### src/rtl/nibble_rx_pkg.sv
// Shared types and sizing helpers for the nibble serial receiver.
// Optional feature macro: NIBBLE_RX_PARITY_EN (adds an even-parity bit).
package nibble_rx_pkg;

    localparam int unsigned DEFAULT_CLKS_PER_BIT = 16;
    localparam int unsigned DEFAULT_WIDTH        = 4;

    // Receiver states; PARITY is only reachable with NIBBLE_RX_PARITY_EN.
    typedef enum logic [2:0] {
        IDLE      = 3'd0,
        START     = 3'd1,
        DATA      = 3'd2,
        PARITY    = 3'd3,
        STOP      = 3'd4,
        WAIT_IDLE = 3'd5
    } rx_state_e;

    // Bit-period counter width; never narrower than one bit.
    function automatic int unsigned cnt_width(input int unsigned clks_per_bit);
        return (clks_per_bit > 1) ? $clog2(clks_per_bit) : 1;
    endfunction

    // Bit-index width, wide enough to hold WIDTH-1.
    function automatic int unsigned idx_width(input int unsigned width);
        return (width > 1) ? $clog2(width) : 1;
    endfunction

endpackage

### src/rtl/nibble_rx_loader_if.sv
// Serial-in / load-register-out bundle for nibble_rx_loader.
interface nibble_rx_loader_if #(
    parameter int unsigned WIDTH = 4
);
    logic             SI;
    logic             EN;
    logic [WIDTH-1:0] Q;
    logic             L;
    logic             BUSY;
    logic             FE;

    // Frame source side (drives the line and enable).
    modport master (
        output SI, EN,
        input  Q, L, BUSY, FE
    );

    // Receiver side.
    modport slave (
        input  SI, EN,
        output Q, L, BUSY, FE
    );
endinterface

### src/rtl/nibble_rx_sync.sv
// Two-flop synchronizer for the idle-high serial line; resets to 1.
module nibble_rx_sync (
    input  logic clk,
    input  logic rst_n,
    input  logic d,
    output logic q
);
    logic meta;

    // Both stages reset high so reset never looks like a start edge.
    always_ff @(posedge clk or negedge rst_n) begin
        if (!rst_n) begin
            meta <= 1'b1;
            q    <= 1'b1;
        end else begin
            meta <= d;
            q    <= meta;
        end
    end
endmodule

### src/rtl/nibble_rx_loader.sv
// UART-style serial receiver that loads a WIDTH-bit register (Q + strobe L).
// Frame: start, WIDTH data bits LSB first, [even parity], stop.
// Optional: define NIBBLE_RX_PARITY_EN to insert the parity bit.
// CLKS_PER_BIT must be even and at least 4.
module nibble_rx_loader
    import nibble_rx_pkg::*;
#(
    parameter int unsigned CLKS_PER_BIT = DEFAULT_CLKS_PER_BIT,
    parameter int unsigned WIDTH        = DEFAULT_WIDTH
) (
    input  logic             C,
    input  logic             aRn,
    nibble_rx_loader_if.slave bus
);
    localparam int unsigned CNT_W = cnt_width(CLKS_PER_BIT);
    localparam int unsigned IDX_W = idx_width(WIDTH);

    localparam logic [CNT_W-1:0] HALF_LAST = CNT_W'(CLKS_PER_BIT / 2 - 1);
    localparam logic [CNT_W-1:0] FULL_LAST = CNT_W'(CLKS_PER_BIT - 1);
    localparam logic [IDX_W-1:0] IDX_LAST  = IDX_W'(WIDTH - 1);

    logic             s;
    logic             s_prev;
    logic             fall_c;

    rx_state_e        state,   state_n;
    logic [CNT_W-1:0] cnt,     cnt_n;
    logic [IDX_W-1:0] idx,     idx_n;
    logic [WIDTH-1:0] shift,   shift_n;
    logic [WIDTH-1:0] q_r,     q_n;
    logic             l_r,     l_n;
    logic             fe_r,    fe_n;
    logic             busy_r;
`ifdef NIBBLE_RX_PARITY_EN
    logic             par_err, par_err_n;
`endif

    nibble_rx_sync u_sync (
        .clk   (C),
        .rst_n (aRn),
        .d     (bus.SI),
        .q     (s)
    );

    assign fall_c = s_prev & ~s;

    // Next-state, datapath and strobe decode.
    always_comb begin
        state_n = state;
        cnt_n   = cnt;
        idx_n   = idx;
        shift_n = shift;
        q_n     = q_r;
        l_n     = 1'b0;
        fe_n    = 1'b0;
`ifdef NIBBLE_RX_PARITY_EN
        par_err_n = par_err;
`endif
        case (state)
            IDLE: begin
                if (bus.EN && fall_c) begin
                    state_n = START;
                    cnt_n   = '0;
                    idx_n   = '0;
                end
            end
            START: begin
                if (cnt == HALF_LAST) begin
                    cnt_n   = '0;
                    state_n = s ? IDLE : DATA;
                end else begin
                    cnt_n = cnt + 1'b1;
                end
            end
            DATA: begin
                if (cnt == FULL_LAST) begin
                    cnt_n            = '0;
                    shift_n          = shift >> 1;
                    shift_n[WIDTH-1] = s;
                    if (idx == IDX_LAST) begin
                        idx_n = '0;
`ifdef NIBBLE_RX_PARITY_EN
                        state_n = PARITY;
`else
                        state_n = STOP;
`endif
                    end else begin
                        idx_n = idx + 1'b1;
                    end
                end else begin
                    cnt_n = cnt + 1'b1;
                end
            end
`ifdef NIBBLE_RX_PARITY_EN
            PARITY: begin
                if (cnt == FULL_LAST) begin
                    cnt_n     = '0;
                    par_err_n = s ^ (^shift);
                    state_n   = STOP;
                end else begin
                    cnt_n = cnt + 1'b1;
                end
            end
`endif
            STOP: begin
                if (cnt == FULL_LAST) begin
                    cnt_n = '0;
`ifdef NIBBLE_RX_PARITY_EN
                    if (par_err) begin
                        fe_n    = 1'b1;
                        state_n = s ? IDLE : WAIT_IDLE;
                    end else
`endif
                    if (s) begin
                        q_n     = shift;
                        l_n     = 1'b1;
                        state_n = IDLE;
                    end else begin
                        fe_n    = 1'b1;
                        state_n = WAIT_IDLE;
                    end
                end else begin
                    cnt_n = cnt + 1'b1;
                end
            end
            WAIT_IDLE: begin
                if (s) begin
                    state_n = IDLE;
                end
            end
            default: begin
                state_n = IDLE;
            end
        endcase
    end

    // State and registered outputs; reset discards any partial frame.
    always_ff @(posedge C or negedge aRn) begin
        if (!aRn) begin
            state   <= IDLE;
            s_prev  <= 1'b1;
            cnt     <= '0;
            idx     <= '0;
            shift   <= '0;
            q_r     <= '0;
            l_r     <= 1'b0;
            fe_r    <= 1'b0;
            busy_r  <= 1'b0;
`ifdef NIBBLE_RX_PARITY_EN
            par_err <= 1'b0;
`endif
        end else begin
            state   <= state_n;
            s_prev  <= s;
            cnt     <= cnt_n;
            idx     <= idx_n;
            shift   <= shift_n;
            q_r     <= q_n;
            l_r     <= l_n;
            fe_r    <= fe_n;
            busy_r  <= (state_n != IDLE);
`ifdef NIBBLE_RX_PARITY_EN
            par_err <= par_err_n;
`endif
        end
    end

    assign bus.Q    = q_r;
    assign bus.L    = l_r;
    assign bus.FE   = fe_r;
    assign bus.BUSY = busy_r;

endmodule

### src/flat_wrapper.sv
// flat-port wrapper written by rule: the top's interface ports become plain ports
module nibble_rx_loader_flat import nibble_rx_pkg::*;
#(
    parameter int unsigned CLKS_PER_BIT = DEFAULT_CLKS_PER_BIT,
    parameter int unsigned WIDTH        = DEFAULT_WIDTH
)
  (C, aRn, bus_SI, bus_EN, bus_Q, bus_L, bus_BUSY, bus_FE);
  nibble_rx_loader_if #(.WIDTH(WIDTH)) bus_i ();
  input  logic C;
  input  logic aRn;
  input wire logic [$bits(bus_i.SI)-1:0] bus_SI;
  input wire logic [$bits(bus_i.EN)-1:0] bus_EN;
  output wire logic [$bits(bus_i.Q)-1:0] bus_Q;
  output wire logic [$bits(bus_i.L)-1:0] bus_L;
  output wire logic [$bits(bus_i.BUSY)-1:0] bus_BUSY;
  output wire logic [$bits(bus_i.FE)-1:0] bus_FE;
  assign bus_i.SI = bus_SI;
  assign bus_i.EN = bus_EN;
  assign bus_Q = bus_i.Q;
  assign bus_L = bus_i.L;
  assign bus_BUSY = bus_i.BUSY;
  assign bus_FE = bus_i.FE;
  nibble_rx_loader #(.CLKS_PER_BIT(CLKS_PER_BIT), .WIDTH(WIDTH)) u_core (.C(C), .aRn(aRn), .bus(bus_i));
endmodule
### config.mk
export PLATFORM = sky130hd
export DESIGN_NAME = nibble_rx_loader_flat
export DESIGN_NICKNAME = d
export VERILOG_FILES = /design/src/rtl/nibble_rx_pkg.sv /design/src/rtl/nibble_rx_loader_if.sv /design/src/rtl/nibble_rx_sync.sv /design/src/rtl/nibble_rx_loader.sv /design/src/flat_wrapper.sv
export SDC_FILE = /design/constraint.sdc
export NUM_CORES = 1
export LEC_CHECK = 0
export ABC_AREA = 0
export CAP_MARGIN = 40
export CORE_ASPECT_RATIO = 0.8
export CORE_MARGIN = 2
export CORE_UTILIZATION = 49
export CTS_CLUSTER_DIAMETER = 100
export DETAILED_ROUTE_END_ITERATION = 6
export PLACE_DENSITY = 0.73
export SYNTH_ARGS = -nofsm -noshare
export SYNTH_HDL_FRONTEND = slang
export SYNTH_SLANG_ARGS = --single-unit
### constraint.sdc
create_clock -name C -period 1.5 [get_ports C]
set_clock_uncertainty 0.05 [all_clocks]
set_input_delay 0.15 -clock C [delete_from_list [all_inputs] [get_ports C]]
set_output_delay 0.15 -clock C [all_outputs]
set_load 0.005 [all_outputs]
==> flow_summary.json <==
{
  "die_h_um": 47.3,
  "required_ns": 1.65,
  "cts_inserted_buffers": 3,
  "synth_flop_cell": "dfrtp_1",
  "io_buffers": 10,
  "hold_buffers": 0,
  "crit_start": "u_core.cnt[0]",
  "grt_overflow": 0,
  "critical_path_buf_inv_count": 0,
  "cts.sinks": 23,
  "initial_core_util_pct": 52.3,
  "cp_max_fo": 7,
  "cts_root_buf": "clkbuf_4",
  "htreeDepth": 1,
  "synthTopCellsByArea": "dfrtp_1 (44%), dfstp_2 (6.9%), mux2_4 (5.2%)",
  "post-route-min-period_ns": 1.56,
  "syn-cell-area_sq_um": 1150,
  "drtPass1Iterations": 4,
  "synth_common_cells": "dfrtp_1 (20), nand2_1 (6), inv_1 (5), nor2_1 (5)",
  "syn_nets": 104,
  "grt_pass1_vias": 796,
  "dieArea_sq_um": 2750,
  "nNetsFinal": 141,
  "yosys.area.top_type_share_pct": 43.6,
  "io_pins": 11,
  "wl_mm": 2.61,
  "violations": "negative setup slack",
  "stdcell_count": 159,
  "core-area_sq_um": 2200,
  "report.final.hold_viol_count": 0,
  "leakagePower_nw": 0.725,
  "setup_violations": 5,
  "criticalPathCategory": "reg2reg",
  "first_iter_violations": 29,
  "seq_area_frac_synth_pct": 50.4,
  "r2r_slack_ns": -0.06,
  "insertion_delay_ns": 0.30,
  "viasPerCell": 5.57,
  "reg2reg_from": "u_core.cnt[0]",
  "crit_chain": "ha_4 > nand3_4 > nor3_4 > nand2_2 > mux2_1",
  "hold_path.class": "in2async",
  "grt_usage_pct": 20.2,
  "drive_above_1_share_pct": 41.0,
  "syn2layout_area_growth_pct": 33.7,
  "grt_setup_unrepaired": "true",
  "synth_top_area_cell": "dfrtp_1",
  "detail-route-antenna-nets": 0,
  "cp_slowest_stage_delay_ns": 0.42,
  "arrival_ns": 1.70,
  "via_count": 885,
  "fin_crit_sh_pct": 104,
  "tightest_slew_ns": 0.383,
  "yosys_warnings": 0,
  "drv_cap": 0,
  "cp_slowest_cell": "dfrtp_1",
  "worst_ir_drop_vdd_uv": 1280,
  "post-synth-top-count-cell": "dfrtp_1",
  "setup_ws_ns": -0.0550,
  "antenna_cells": 0,
  "rows": 15,
  "endpoint_kind": "flop",
  "synth_edf_count": 0,
  "max_freq_mhz": 643,
  "grt_pass1_wl_mm": 3.91,
  "dp_hpwl_mm": 1.66,
  "hold_ws_ns": 0.129,
  "drc": 0,
  "die_w_um": 58.1,
  "ys_ff_latch": 23,
  "clk_pin_slew_worst_paths_ns": 0.11,
  "cellPowerDensity_nw_per_um2": 1530,
  "place_inst": 147,
  "synth.distinct_cells": 43,
  "grt_max_degree": 24,
  "start_kind": "flop",
  "grt_antenna_before_repair": 0,
  "worstReg2RegEnd": "u_core.bus.Q[3]",
  "path_delay_family": "simple AND/OR/NAND/NOR gates",
  "clk_path_buf_depth": 2,
  "wl_per_cell_um": 16.4,
  "gp_congestion": 0.862,
  "maxSlewViolCount": 0,
  "synth.avg_cell_area_sq_um": 11.7,
  "max-slew-margin-rel_pct": 74.4,
  "cts_tree": "yes",
  "reg2reg_depth": 5,
  "status": "complete, but fails checks",
  "synthCells": 98,
  "finalPower_w": 0.00235,
  "async_reset_ff_share_pct": 100
}
## per-layer routing
layer / vias up / track usage, % / wire length (um)
met5: - / 0 / 0
met4: 0 / 5.58 / 27
met3: 4 / 6.06 / 139
met2: 30 / 32.0 / 1260
met1: 429 / 27.4 / 1180
li1: 422 / - / -
## where the power goes
part | internal, W | leakage, nW | switching (W)
logic | 0.000668 | 0.414 | 0.000505
registers | 0.000742 | 0.295 | 0.000158
clock network | 0.000104 | 0.0150 | 0.000170
total | 0.00151 | 0.725 | 0.000832
## layout by cell type, fill, tap and decap left out, types with 2 or more instances in the layout
cell	instances
o21ai_2	2
inv_1	5
o21ai_1	2
a211o_1	2
a21oi_1	2
dfstp_2	3
o2bb2ai_1	2
mux2_4	4
clkbuf_4	3
o21bai_1	2
nand3b_1	2
a22oi_1	2
dfrtp_1	16
nor2_1	5
nand2_2	3
nand2b_1	2
clkdlybuf4s50_1	10
nand2_1	4
xnor2_1	2
dfrtp_2	4
mux2_1	4
buf_4	25
## layout make-up
| type | count | area [sq um] |
|---|---|---|
| clock buffer | 4 | 26.3 |
| fill | 147 | 661 |
| inverter | 5 | 18.8 |
| multi-input combinational | 66 | 576 |
| sequential | 23 | 584 |
| tap | 25 | 31.3 |
| timing repair buffer | 36 | 299 |
## state kept, by name, summed over array words and instances (netlist names)
register / cells
u_core.bus.BUSY: 1
u_core.state: 3
u_core.bus.L: 1
u_core.bus.FE: 1
u_core.bus.Q: 4
u_core.s_prev: 1
u_core.u_sync.meta: 1
u_core.shift: 4
u_core.idx: 2
u_core.cnt: 4
u_core.u_sync.q: 1
## repair_timing
item	4_1_cts	5_1_grt
gates resized for setup	4	11
pin swaps	0	6
setup buffers	3	5
setup endpoints to repair	12	14
## cells by family after synthesis
kind of cell             count (synthesis)  synth area share (%)
AND/OR/NAND/NOR                         31                  16.3
XOR/XNOR                                 2                  1.53
buffers and inverters                    9                  4.68
adder cells (fa/ha/maj)                  3                  3.16
multiplexers                             8                  9.15
AO/OA/AOI/OAI                           22                  14.7
flip-flops                              23                  50.4
## per-stage QoR
stage | cell area (sq um) | util [%] | TNS (ns) | setup WS [ns]
floorplan | 1150 | - | 0 | 0.0151
finish | 1540 | 69.9 | -0.190 | -0.0550
global route | 1540 | 69.9 | -0.649 | -0.126
detailed placement | 1380 | 63.0 | -0.321 | -0.0698
CTS | 1460 | 66.4 | 0 | 0.00172
global placement | 1380 | 63.0 | -0.0472 | -0.0140
## worst max-delay path by stage
stage                           end  slack (ns)  cells after the start
finish              u_core.bus.Q[3]       -0.06                      5
global route        u_core.bus.Q[3]       -0.13                      5
CTS                 u_core.shift[0]       0.002                      4
detailed placement  u_core.bus.Q[3]       -0.07                      5
global placement    u_core.bus.Q[3]       -0.01                      5
floorplan           u_core.bus.Q[0]        0.02                      5
No activity file was read; power rests on OpenSTA's default activity.
==> RTL change, RTL diff (config.mk and constraints unchanged) <==
Set the package constant `DEFAULT_CLKS_PER_BIT` to 32 (it was 16).
--- a/src/rtl/nibble_rx_pkg.sv
+++ b/src/rtl/nibble_rx_pkg.sv
@@ -4,3 +4,3 @@
 
-    localparam int unsigned DEFAULT_CLKS_PER_BIT = 16;
+    localparam int unsigned DEFAULT_CLKS_PER_BIT = 32;
     localparam int unsigned DEFAULT_WIDTH        = 4;
Behaviour: no difference found for any inputs over 10 cycles, from zero or initial values; that may be too few to reach the edited logic, so the function may still have changed.
==> RTL change against the original RTL <==
  * The flow still finishes with violations (setup timing)
  * Power fell by 8.7%
  * Routed wire length increased by 10%
  * Fmax decreased by 18%
  * Sequential cell count grew 1
  * Utilization increased by 8.3 points
  * Cell area is 10% higher
  * Setup slack got worse by 330 ps
  * Count of clock-buffer cells in the layout fell by 1
  * Via count increased by 4.9%
  * Synthesized area decreased by 2.0%
==> RTL change: results (changes against the original RTL) <==
status: "complete, but fails checks"  # unchanged
violations: "setup timing"  # unchanged
grtUsageTotal_pct: 19.72  # was 20.17%
drtIter0Drc: 30  # was 29
setup_ws_ps: -386.3  # was -55.02 ps
peakVddDrop_v: 0.001042  # was 0.001277 V
grt_max_degree: 25  # was 24
multi_input_area_share_pct: 36.59  # was 37.49%
clk_latency_ps: 320  # was 300 ps
postPlaceCellArea_um2: 1436  # was 1383 um2
cp.arrival_ps: 2080  # was 1700 ps
synth_cell_types: 34  # was 43
clock_area_share_pct: 3.111  # was 1.711%
synth.area.mux_share_pct: 8.000  # was 9.150%
fillers: 116  # was 147
syn_nets: 109  # was 104
synth_area_leaders: "dfrtp_1 47%, mux2_2 8.0%, dfstp_2 7.0%"  # was dfrtp_1 44%, dfstp_2 6.9%, mux2_4 5.2%
clkTransAtPathRegs_ps: 140  # was 110 ps
synth_fa_ha_area_share_pct: 7.556  # was 3.159%
synthTopCellsByCount: "21 x dfrtp_1, 8 x a21oi_1, 8 x mux2_2"  # was 20 x dfrtp_1, 6 x nand2_1, 5 x inv_1, 5 x nor2_1
setup_viol: 20  # was 5
grt_pass1_vias: 846  # was 796
leakage_nw: 0.7777  # was 0.7246 nW
final_net_count: 152  # was 141
multiInputGateArea_um2: 618.1  # was 575.6 um2
fin_setup_tns_ps: -4830  # was -190.2 ps
hpwlAfterDp_um: 1656  # was 1659 um
wl_per_cell_um: 17.30  # was 16.39 um
[RTL change: cell types whose count changed after synthesis, moves of 3 or more]
| cell | change |
|---|---|
| o21ai_1 | -4 |
| mux2_1 | -4 |
| nand2_1 | -3 |
| mux2_2 | +8 |
| mux2_4 | -4 |
| o21ai_0 | +5 |
| ha_1 | +4 |
| a21oi_1 | +6 |
[RTL change: power by group through the flow]
stage                     combinational (W)  clock (W)  sequential, W
after CTS                          0.000698   0.000489       0.000805
after global routing               0.000921   0.000508       0.000822
final                              0.000858   0.000470       0.000814
after global placement             0.000625          0       0.000812
after floorplan                    0.000339          0       0.000833
after detailed placement           0.000656          0       0.000810
[RTL change: worst max-delay path, delay by kind of cell, from the launching register on]
kind	cells	cell delay [ps]
and+or+nand+nor	3	670
adders and majority gates	2	350
AOI/OAI and AO/OA	2	340
DFF	1	410
[RTL change: layer usage]
| metal | track usage, % | vias up | routed length (um) |
|---|---|---|---|
| li1 | - | 435 | - |
| met1 | 24.04 | 461 | 1272 |
| met2 | 33.86 | 24 | 1408 |
| met3 | 6.061 | 8 | 127 |
| met4 | 7.442 | 0 | 63 |
| met5 | 0 | - | 0 |
[RTL change: path summary, 6_finish.rpt]
path | start | to | cells past startpoint | slack [ps]
hold / removal | aRn | u_core.cnt[3] | 2 | 110
setup reg to reg | u_core.cnt[1] | u_core.cnt[2] | 7 | -390
setup / recovery | u_core.cnt[1] | u_core.cnt[2] | 7 | -390
hold reg to reg | u_core.u_sync.meta | u_core.u_sync.q | 0 | 320
min in group C | bus_SI | u_core.u_sync.meta | 1 | 170
max in group asynchronous | aRn | u_core.u_sync.meta | 2 | 990
